==> config.mk <==
export PLATFORM = sky130hd
export DESIGN_NAME = led_pattern_sequencer_flat
export DESIGN_NICKNAME = d
export VERILOG_FILES = /design/src/rtl/led_pattern_sequencer_if.sv /design/src/rtl/led_pattern_sequencer.sv /design/src/flat_wrapper.sv
export SDC_FILE = /design/constraint.sdc
export NUM_CORES = 1
export LEC_CHECK = 0
export ABC_AREA = 1
export ABC_CLOCK_PERIOD_IN_PS = 4200
export CAP_MARGIN = 20
export CORE_UTILIZATION = 30
export CTS_BUF_LIST = sky130_fd_sc_hd__clkbuf_2
export DETAILED_ROUTE_END_ITERATION = 10
export RECOVER_POWER = 25
export SYNTH_ARGS = -nofsm -noshare
export SYNTH_HDL_FRONTEND = slang
export SYNTH_SLANG_ARGS = --single-unit
==> constraint.sdc <==
create_clock -name clk_out -period 4.2 [get_ports clk_out]
set_input_delay 0.84 -clock clk_out [delete_from_list [all_inputs] [get_ports clk_out]]
set_output_delay 0.84 -clock clk_out [all_outputs]
set_load 0.02 [all_outputs]
==> src/rtl/led_pattern_sequencer_if.sv <==
// led_pattern_sequencer_if: valid/ready command port of the LED pattern sequencer
interface led_pattern_sequencer_if #(
  parameter int WIDTH = 16
);
  logic             valid;
  logic             ready;
  logic [2:0]       op;
  logic [WIDTH-1:0] data;
  modport master (output valid, op, data, input ready);
  modport slave  (input valid, op, data, output ready);
endinterface

==> src/rtl/led_pattern_sequencer.sv <==
// led_pattern_sequencer: command-driven LED pattern sequencer with rotate/bounce modes, counted or free runs
module led_pattern_sequencer #(
  parameter int                WIDTH        = 16,
  parameter int                RATE_W       = 8,
  parameter logic [RATE_W-1:0] DEFAULT_RATE = 8'd15
) (
  input  logic                   clk_out,
  input  logic                   rst,
  led_pattern_sequencer_if.slave cmd,
  output logic [WIDTH-1:0]       led,
  output logic                   dir_o,
  output logic                   busy,
  output logic                   step_tick,
  output logic                   done,
  output logic                   cmd_err
);
  typedef enum logic [1:0] {IDLE, RUN, PAUSE} state_e;
  localparam logic [2:0] OP_LOAD = 3'd1, OP_MODE = 3'd2, OP_RATE = 3'd3, OP_START = 3'd4;
  localparam logic [2:0] OP_STOP = 3'd5, OP_PAUSE = 3'd6, OP_RESUME = 3'd7;
  state_e            state, state_d;
  logic [1:0]        mode, mode_d;
  logic [RATE_W-1:0] rate, rate_d, presc, presc_d;
  logic [WIDTH-1:0]  rem, rem_d, led_d, led_bnc;
  logic              dir_d, ready, acc, hold, step, bnc_right, err_d;
  assign cmd.ready = ready;
  assign busy      = state == RUN;
  assign acc       = cmd.valid && ready;
  // STOP/PAUSE landing on a step edge take priority and swallow that step
  assign hold      = acc && busy && (cmd.op == OP_STOP || cmd.op == OP_PAUSE);
  assign step      = busy && presc == rate && !hold;
  assign bnc_right = dir_o ^ (dir_o ? led[0] : led[WIDTH-1]);
  assign led_bnc   = bnc_right ? led >> 1 : led << 1;
  always_comb begin
    state_d = state;
    led_d   = led;
    dir_d   = dir_o;
    mode_d  = mode;
    rate_d  = rate;
    rem_d   = rem;
    presc_d = busy ? (presc == rate ? '0 : presc + 1'b1) : presc;
    err_d   = 1'b0;
    if (step) begin
      led_d   = mode == 2'd0 ? {led[WIDTH-2:0], led[WIDTH-1]} : mode == 2'd1 ? {led[0], led[WIDTH-1:1]} : led_bnc;
      dir_d   = mode == 2'd0 ? 1'b0 : mode == 2'd1 ? 1'b1 : bnc_right;
      rem_d   = rem == '0 ? rem : rem - 1'b1;
      state_d = rem == WIDTH'(1) ? IDLE : RUN;
    end
    if (acc)
      case (cmd.op)
        OP_LOAD:   if (busy) err_d = 1'b1; else led_d = cmd.data;
        OP_MODE:   if (busy || cmd.data[1:0] == 2'd3) err_d = 1'b1;
                   else begin
                     mode_d = cmd.data[1:0];
                     dir_d  = cmd.data[1:0] == 2'd1;
                   end
        OP_RATE:   if (busy) err_d = 1'b1; else rate_d = cmd.data[RATE_W-1:0];
        OP_START:  if (state != IDLE) err_d = 1'b1;
                   else begin
                     rem_d   = cmd.data;
                     presc_d = '0;
                     state_d = RUN;
                   end
        OP_STOP:   if (state == IDLE) err_d = 1'b1; else state_d = IDLE;
        OP_PAUSE:  if (!busy) err_d = 1'b1; else state_d = PAUSE;
        OP_RESUME: if (state != PAUSE) err_d = 1'b1;
                   else begin
                     state_d = RUN;
                     presc_d = '0;
                   end
        default: ;
      endcase
  end
  always_ff @(posedge clk_out or posedge rst)
    if (rst) begin
      state     <= IDLE;
      led       <= WIDTH'(1);
      dir_o     <= 1'b0;
      mode      <= 2'd0;
      rate      <= DEFAULT_RATE;
      rem       <= '0;
      presc     <= '0;
      ready     <= 1'b0;
      step_tick <= 1'b0;
      done      <= 1'b0;
      cmd_err   <= 1'b0;
    end else begin
      state     <= state_d;
      led       <= led_d;
      dir_o     <= dir_d;
      mode      <= mode_d;
      rate      <= rate_d;
      rem       <= rem_d;
      presc     <= presc_d;
      ready     <= 1'b1;
      step_tick <= step;
      done      <= step && rem == WIDTH'(1);
      cmd_err   <= err_d;
    end
endmodule

==> src/flat_wrapper.sv <==
// flat-port wrapper written by rule: the top's interface ports become plain ports
module led_pattern_sequencer_flat 
#(
  parameter int                WIDTH        = 16,
  parameter int                RATE_W       = 8,
  parameter logic [RATE_W-1:0] DEFAULT_RATE = 8'd15
)
  (clk_out, rst, led, dir_o, busy, step_tick, done, cmd_err, cmd_valid, cmd_op, cmd_data, cmd_ready);
  led_pattern_sequencer_if #(.WIDTH(WIDTH)) cmd_i ();
  input  logic clk_out;
  input  logic rst;
  output logic [WIDTH-1:0] led;
  output logic dir_o;
  output logic busy;
  output logic step_tick;
  output logic done;
  output logic cmd_err;
  input wire logic [$bits(cmd_i.valid)-1:0] cmd_valid;
  input wire logic [$bits(cmd_i.op)-1:0] cmd_op;
  input wire logic [$bits(cmd_i.data)-1:0] cmd_data;
  output wire logic [$bits(cmd_i.ready)-1:0] cmd_ready;
  assign cmd_i.valid = cmd_valid;
  assign cmd_i.op = cmd_op;
  assign cmd_i.data = cmd_data;
  assign cmd_ready = cmd_i.ready;
  led_pattern_sequencer #(.WIDTH(WIDTH), .RATE_W(RATE_W), .DEFAULT_RATE(DEFAULT_RATE)) u_core (.clk_out(clk_out), .rst(rst), .cmd(cmd_i), .led(led), .dir_o(dir_o), .busy(busy), .step_tick(step_tick), .done(done), .cmd_err(cmd_err));
endmodule
==> results.md, run 1 <==
* Global route overflow at 0
* I/O Buffers at 43
* Final WS setup at roughly 1400 ps
* # resized after CTS at 0
* Relative slew slack at -7.14%
* Clock slew at reported path FFs at ~170 ps
* Vias per Instance at 4.68
* Min Hold Slack at around 500 ps
* First-pass GRT wire length at ~17,000 µm
* Starting Density at 31.2%
* Arrival time at the worst endpoint at ~1900 ps
* Io pins at 44
* Main area contributors after synthesis: dfrtp_1 (34%), nand2_1 (21%), nor2_1 (7.1%)
* Post-Syn Area at between 3000 and 4000 µm²
* Max-Cap Viols at 1
* Worst EP required at roughly 3400 ps
* Outcome: finished with violations
* Worst-margin pin slew at 1610 ps
* Vias post-DR at around 3,700
* Initial antenna violation count at 1
* Sequential share of the synthesized area at a little under two fifths
* Count leader, synth: nand2_1
* Filler Cells Inserted at about 1,300
* Mapped Avg Cell Area at between 6 and 7 µm²
* Clock sink count at 57
* H-tree depth at 3
* Power per standard cell area at 519 nW/µm²
* CTS Buffer Depth at 2
* Wirelength per Cell at 12.5 µm
* Area Overhead vs Synth at 16.9%
* Pre-CTS setup slack at around 1300 ps
* Final Util at around 36%
* Worst Clk Skew at about 33 ps
* Post-synth net total at roughly 600
* Root buf cell: clkbuf_2
* Post-DP HPWL at 7300 µm
* Mapped Cells at 578
* CTS tree: built
* Final Hold Fails at 0
* Worst setup SP type: flop
* Row cnt at 40
* ANT nets after route at 0
* Leading cell types by count after synthesis: nand2_1 (217), nor2_1 (72), inv_1 (61)
* Peak supply drop at between 0.2 and 0.25 mV
* Synth area leader: dfrtp_1
* Vias in the first global route at around 3,700
* Worst setup EP type: output port
* Final setup viols at 0
* # hold bufs at CTS at 0
* Routed WL at 9900 µm
* RSZ-0062 raised after global routing: no
* Main synth FF type: dfrtp_1
* Crit-path max FO at 10
* Initial DRT Pass Iterations at 5
* Crit Path Category: flop to output port
* Total track usage at between 10% and 20%
* Inserted Clock Buffers at 9
* Final period util at between 60% and 70%
* Clk_lat worst skew at roughly 500 ps
* YS warnings at 0
* Die width at approximately 110 µm
* Proportion of netlist area held by the largest area contributor at between 30% and 40%
* Synth Register Bits at 57
* Die Area at between 10,000 and 15,000 µm²
* Initial DRC count at just over 200
* Vert. Die Dim at 114 µm
* Share of cells above drive strength 1 at under 10%
* Netlist cell types at 37
* Fin nets at about 650
* Pin count of the biggest net entering global routing at 41
* HP Class: flop to flop
* Core Box Area at between 10,000 and 15,000 µm²
* Worst reg2reg setup slack at around 2100 ps
* DRC violation count after routing at 0
* Fin crit period at roughly 2800 ps
* Final GP Congestion at ~0.88
* Slew Viols, Final at just over 40
* Post-synth EDFFs at 0
* Async S/R FF share, synth at 100%
* Post-CTS Setup Inserts at 0
* Fmax at approximately 0.36 GHz
* Failing checks: capacitance limit, slew limit
* Lkg Pwr at roughly 2.2 nW
* Post-Route Setup TNS at 0 ps
layout by cell type (no fill, tap or decap), types with 5 or more instances in the layout:
master,n
inv_2,6
or2_2,6
clkinv_1,6
clkdlybuf4s50_1,42
o21ai_0,13
nand2_1,217
nor3_1,7
nand3_1,27
nand3b_1,6
a21oi_1,48
dfrtp_1,52
clkbuf_2,10
dfstp_2,5
o21ai_1,6
nor2_1,72
inv_1,61
xor2_1,5
flip-flops by register name, indices dropped and copies added (netlist names), 2 cells and up:
signal,cells
u_core.led,16
u_core.mode,2
u_core.presc,8
u_core.rate,8
u_core.rem,16
u_core.state,2
cell type report:
cell class / count / area (µm²) / share of cell area, %
Timing Repair Buffer: 44 / 438 / 9.89
Multi-Input combinational cell: 439 / 1990 / 44.8
Inverter: 69 / 262 / 5.90
Clock buffer: 10 / 50.0 / 1.13
Antenna cell: 1 / 2.50 / 0.0565
Sequential cell: 57 / 1430 / 32.3
Clock inverter: 6 / 48.8 / 1.10
Tap cell: 168 / 210 / 4.75
critical path: stages, from the launching register on:
cell and delay [ps]:
dfrtp_1 430, inv_1 140, nand2_4 110, inv_4 130, clkdlybuf4s50_1 610
final timing paths:
kind	start	cells past startpoint	to
min	u_core.rate[2]	2	u_core.rate[2]
max in group asynchronous	rst	3	u_core.rem[14]
min in group asynchronous	rst	2	u_core.rem[3]
min reg2reg	u_core.rate[2]	2	u_core.rate[2]
max reg2reg	u_core.led[15]	9	u_core.led[11]
max	u_core.state[1]	4	busy
layer usage:
layer	track usage, %	wire [µm]	up-vias
li1	-	-	1884
met1	21.2	4770	1716
met2	26.8	4560	98
met3	3.02	350	18
met4	7.71	219	0
met5	0	0	-
per-stage QoR:
stage                     instance area (µm²)  total power [mW]  cells
after floorplan                          3790              1.62    578
after global placement                   4330              1.93    777
after detailed placement                 4330              1.95    777
after CTS                                4430              2.31    793
after global routing                     4430              2.51    794
final                                    4430              2.30    794
where the power goes:
| group | switching, mW | total [mW] | internal [mW] |
|---|---|---|---|
| combinational | 0.608 | 1.03 | 0.422 |
| sequential | 0.199 | 0.924 | 0.725 |
| clock | 0.212 | 0.343 | 0.131 |
cell families after synthesis:
| family | synth area share [%] |
|---|---|
| fa+ha+maj | 1.32 |
| xor+xnor | 1.85 |
| flops | 37.8 |
| buf+inv | 9.78 |
| compound gates | 9.97 |
| other cells | 0.0990 |
| simple gates | 39.2 |
No activity file was read; power rests on OpenSTA's default activity.
==> run 2: changes to the inputs <==
Settings changed: ABC_CLOCK_PERIOD_IN_PS 4200 to 2720.
Clock period 4.2 ns to 2.72 ns, I/O delays scaled along.
==> run 2 against run 1 <==
  * The run now ends clean
  * Clock-buffer cell count stayed put
  * Via count is 0.86% lower
  * Combinational power is 55% higher
  * Largest cell class unchanged
  * Sequential cell count stayed put
  * Cell count is 0.76% higher
  * Critical path depth stayed put
  * Utilization is 0.36 points higher
==> results.md, run 2 (synthesis gave the netlist of run 1 again) <==
* Met1 WL at 4850 µm (+1.8%)
* First-pass GRT wire length at 17,100 µm (-0.29%)
* Worst EP required at 2180 ps (-1180 ps)
* Logic pwr share at 45.1% (+0.3 points)
* Clk_lat worst skew at 480 ps (-20 ps)
* Met3 wire length at 270 µm (-23%)
* Final setup viols at 0 (unchanged)
* Max-Cap Viols at 0 (-1)
* Crit-path max FO at 10 (unchanged)
* Final Instance Area at 4470 µm² (+0.99%)
* RSZ-0062 raised after global routing: no
* Die Area at 13,100 µm² (unchanged)
* Initial DRC count at 267 (+31%)
* Wirelength per Cell at 12.5 µm (about the same)
* Slew Viols, Final at 0 (-100%)
* Lkg Pwr at 2.21 nW (+1.4%)
* Fin nets at 652 (+0.93%)
* Fin crit period at about 2500 ps
* Post-DP HPWL at 7390 µm (+1.2%)
* Inserted Clock Buffers at 9 (unchanged)
* Die width at 114 µm (unchanged)
* Filler Cells Inserted at 1,308 (-1.4%)
* Arrival time at the worst endpoint at 1930 ps (about the same)
* Initial DRT Pass Iterations at 4 (-1)
* Peak supply drop at 0.335 mV (+36%)
* Worst Clk Skew at 28.5 ps (-4.83 ps)
* Final Hold Fails at 0 (unchanged)
* Pre-CTS setup slack at 300 ps (-1050 ps)
* I/O Buffers at 43 (unchanged)
* Reg2Reg Capture Point: u_core.led[14]
* Hold Path Origin: u_core.rate[2]
* DRC violation count after routing at 0 (unchanged)
* HP Class: flop to flop
* Io pins at 44 (unchanged)
* Vias per Instance at 4.61 (-1.6%)
* Worst-margin pin slew at 912 ps (-694 ps)
* Most frequent cells in the layout: nand2_1 (217), nor2_1 (72), inv_1 (61)
* Placed inst area at 4390 µm² (+1.3%)
* Worst r2r src: u_core.led[0]
* Vert. Die Dim at 114 µm (unchanged)
* Vias post-DR at 3,684 (-0.86%)
* Min-Delay Path Depth at 2 (unchanged)
* Clock Power Share at 14.8% (about the same)
* NetSw at 1.56 mW (+53%)
* Power per standard cell area at 793 nW/µm² (+53%)
* Final WS setup at 244 ps (-1190 ps)
* Post-Route Setup TNS at 0 ps (unchanged)
* Area Overhead vs Synth at 18.1%
* Switching Share at 44.1% (-0.32 points)
* Outcome: completed
* Final period util at between 90 and 100%
* Final Util at 36.8% (+0.36 points)
* Top Registers: u_core.led: 16 flops, u_core.rem: 16 flops
* Core Box Area at 12,200 µm² (unchanged)
* Starting Density at 31.2% (unchanged)
* Reg2reg path depth at 9 (unchanged)
* Routed WL at 9970 µm (+0.72%)
* Relative slew slack at 39.1% (+46 points)
* # hold bufs at CTS at 0 (unchanged)
* Share of cells above drive strength 1 at 8.08% (+1.0 points)
* Initial antenna violation count at 1 (unchanged)
* Vias in the first global route at 3,530 (-3.6%)
* Global route overflow at 0 (unchanged)
* # resized after CTS at 0 (unchanged)
* Clock slew at reported path FFs at 180 ps (about the same)
* Total power draw at 3.55 mW (+54%)
* Row cnt at 40 (unchanged)
* Post-CTS Setup Inserts at 0 (unchanged)
* Final GP Congestion at 0.836 (-4.7%)
* Hold Path Sink: u_core.rate[2]
* Worst setup EP type: output port
* Worst setup SP type: flop
* Flop pwr share at 40.1% (about the same)
* H-tree depth at 3 (unchanged)
* CTS Buffer Depth at 2 (unchanged)
* Root buf cell: clkbuf_2
* Commonest non-fill, non-tap cell in the layout: nand2_1
* Register area at 1430 µm² (unchanged)
* Clock sink count at 57 (unchanged)
* Crit Path Category: flop to output port
* Cell Int Power at 1.98 mW (+55%)
* Uppermost layer routed: met4
* ANT nets after route at 0 (unchanged)
* WL met2 at 4730 µm (+3.8%)
* CTS tree: built
* Total track usage at 16.5% (+0.047 points)
* Area of the multi-input gates at 1990 µm² (unchanged)
* Fmax at 0.404 GHz
* Worst reg2reg setup slack at 820 ps (-1300 ps)
* Pin count of the biggest net entering global routing at 36 (-12%)
run 2: power by group through the flow:
stage	logic [mW]	registers, mW	clock network [mW]
floorplan	1.03	1.47	0
CTS	1.61	1.42	0.544
global route	1.83	1.47	0.578
detailed placement	1.60	1.44	0
finish	1.60	1.42	0.524
global placement	1.57	1.43	0
run 2: per-layer routing:
layer	up-vias	global-route usage (%)
li1	1900	-
met1	1704	22.4
met2	72	26.7
met3	8	2.28
met4	0	6.41
met5	-	0
run 2: stage by stage:
step | std cells | hold WS [ps]
global placement | 783 | 472
detailed placement | 783 | 478
finish | 800 | 500
global route | 800 | 507
floorplan | 578 | 460
CTS | 799 | 363
run 2: worst max-delay path by stage:
stage                            end  cells after the start  slack (ps)             from
floorplan           u_core.cmd.ready                      1         780              rst
global placement     u_core.state[0]                      9         350        cmd_op[1]
detailed placement      u_core.dir_o                     11         300        cmd_op[1]
CTS                             busy                      4         200  u_core.state[1]
global route                    busy                      4         120  u_core.state[1]
finish                          busy                      4         240  u_core.state[1]
run 2: area by class of cell:
class                   count  area share, %
diodes                      1         0.0559
clock inverters             6           1.12
well taps                 168           4.70
repair buffers             50           10.7
clock buffers              10           1.12
multi-input cells         439           44.4
inverters                  69           5.85
flip-flops and latches     57           32.0
run 2: worst max-delay path, cell delays in order, from the launching register on:
cell	delay (ps)
dfrtp_1	440
inv_1	150
nand2_4	110
inv_4	130
clkdlybuf4s50_1	620
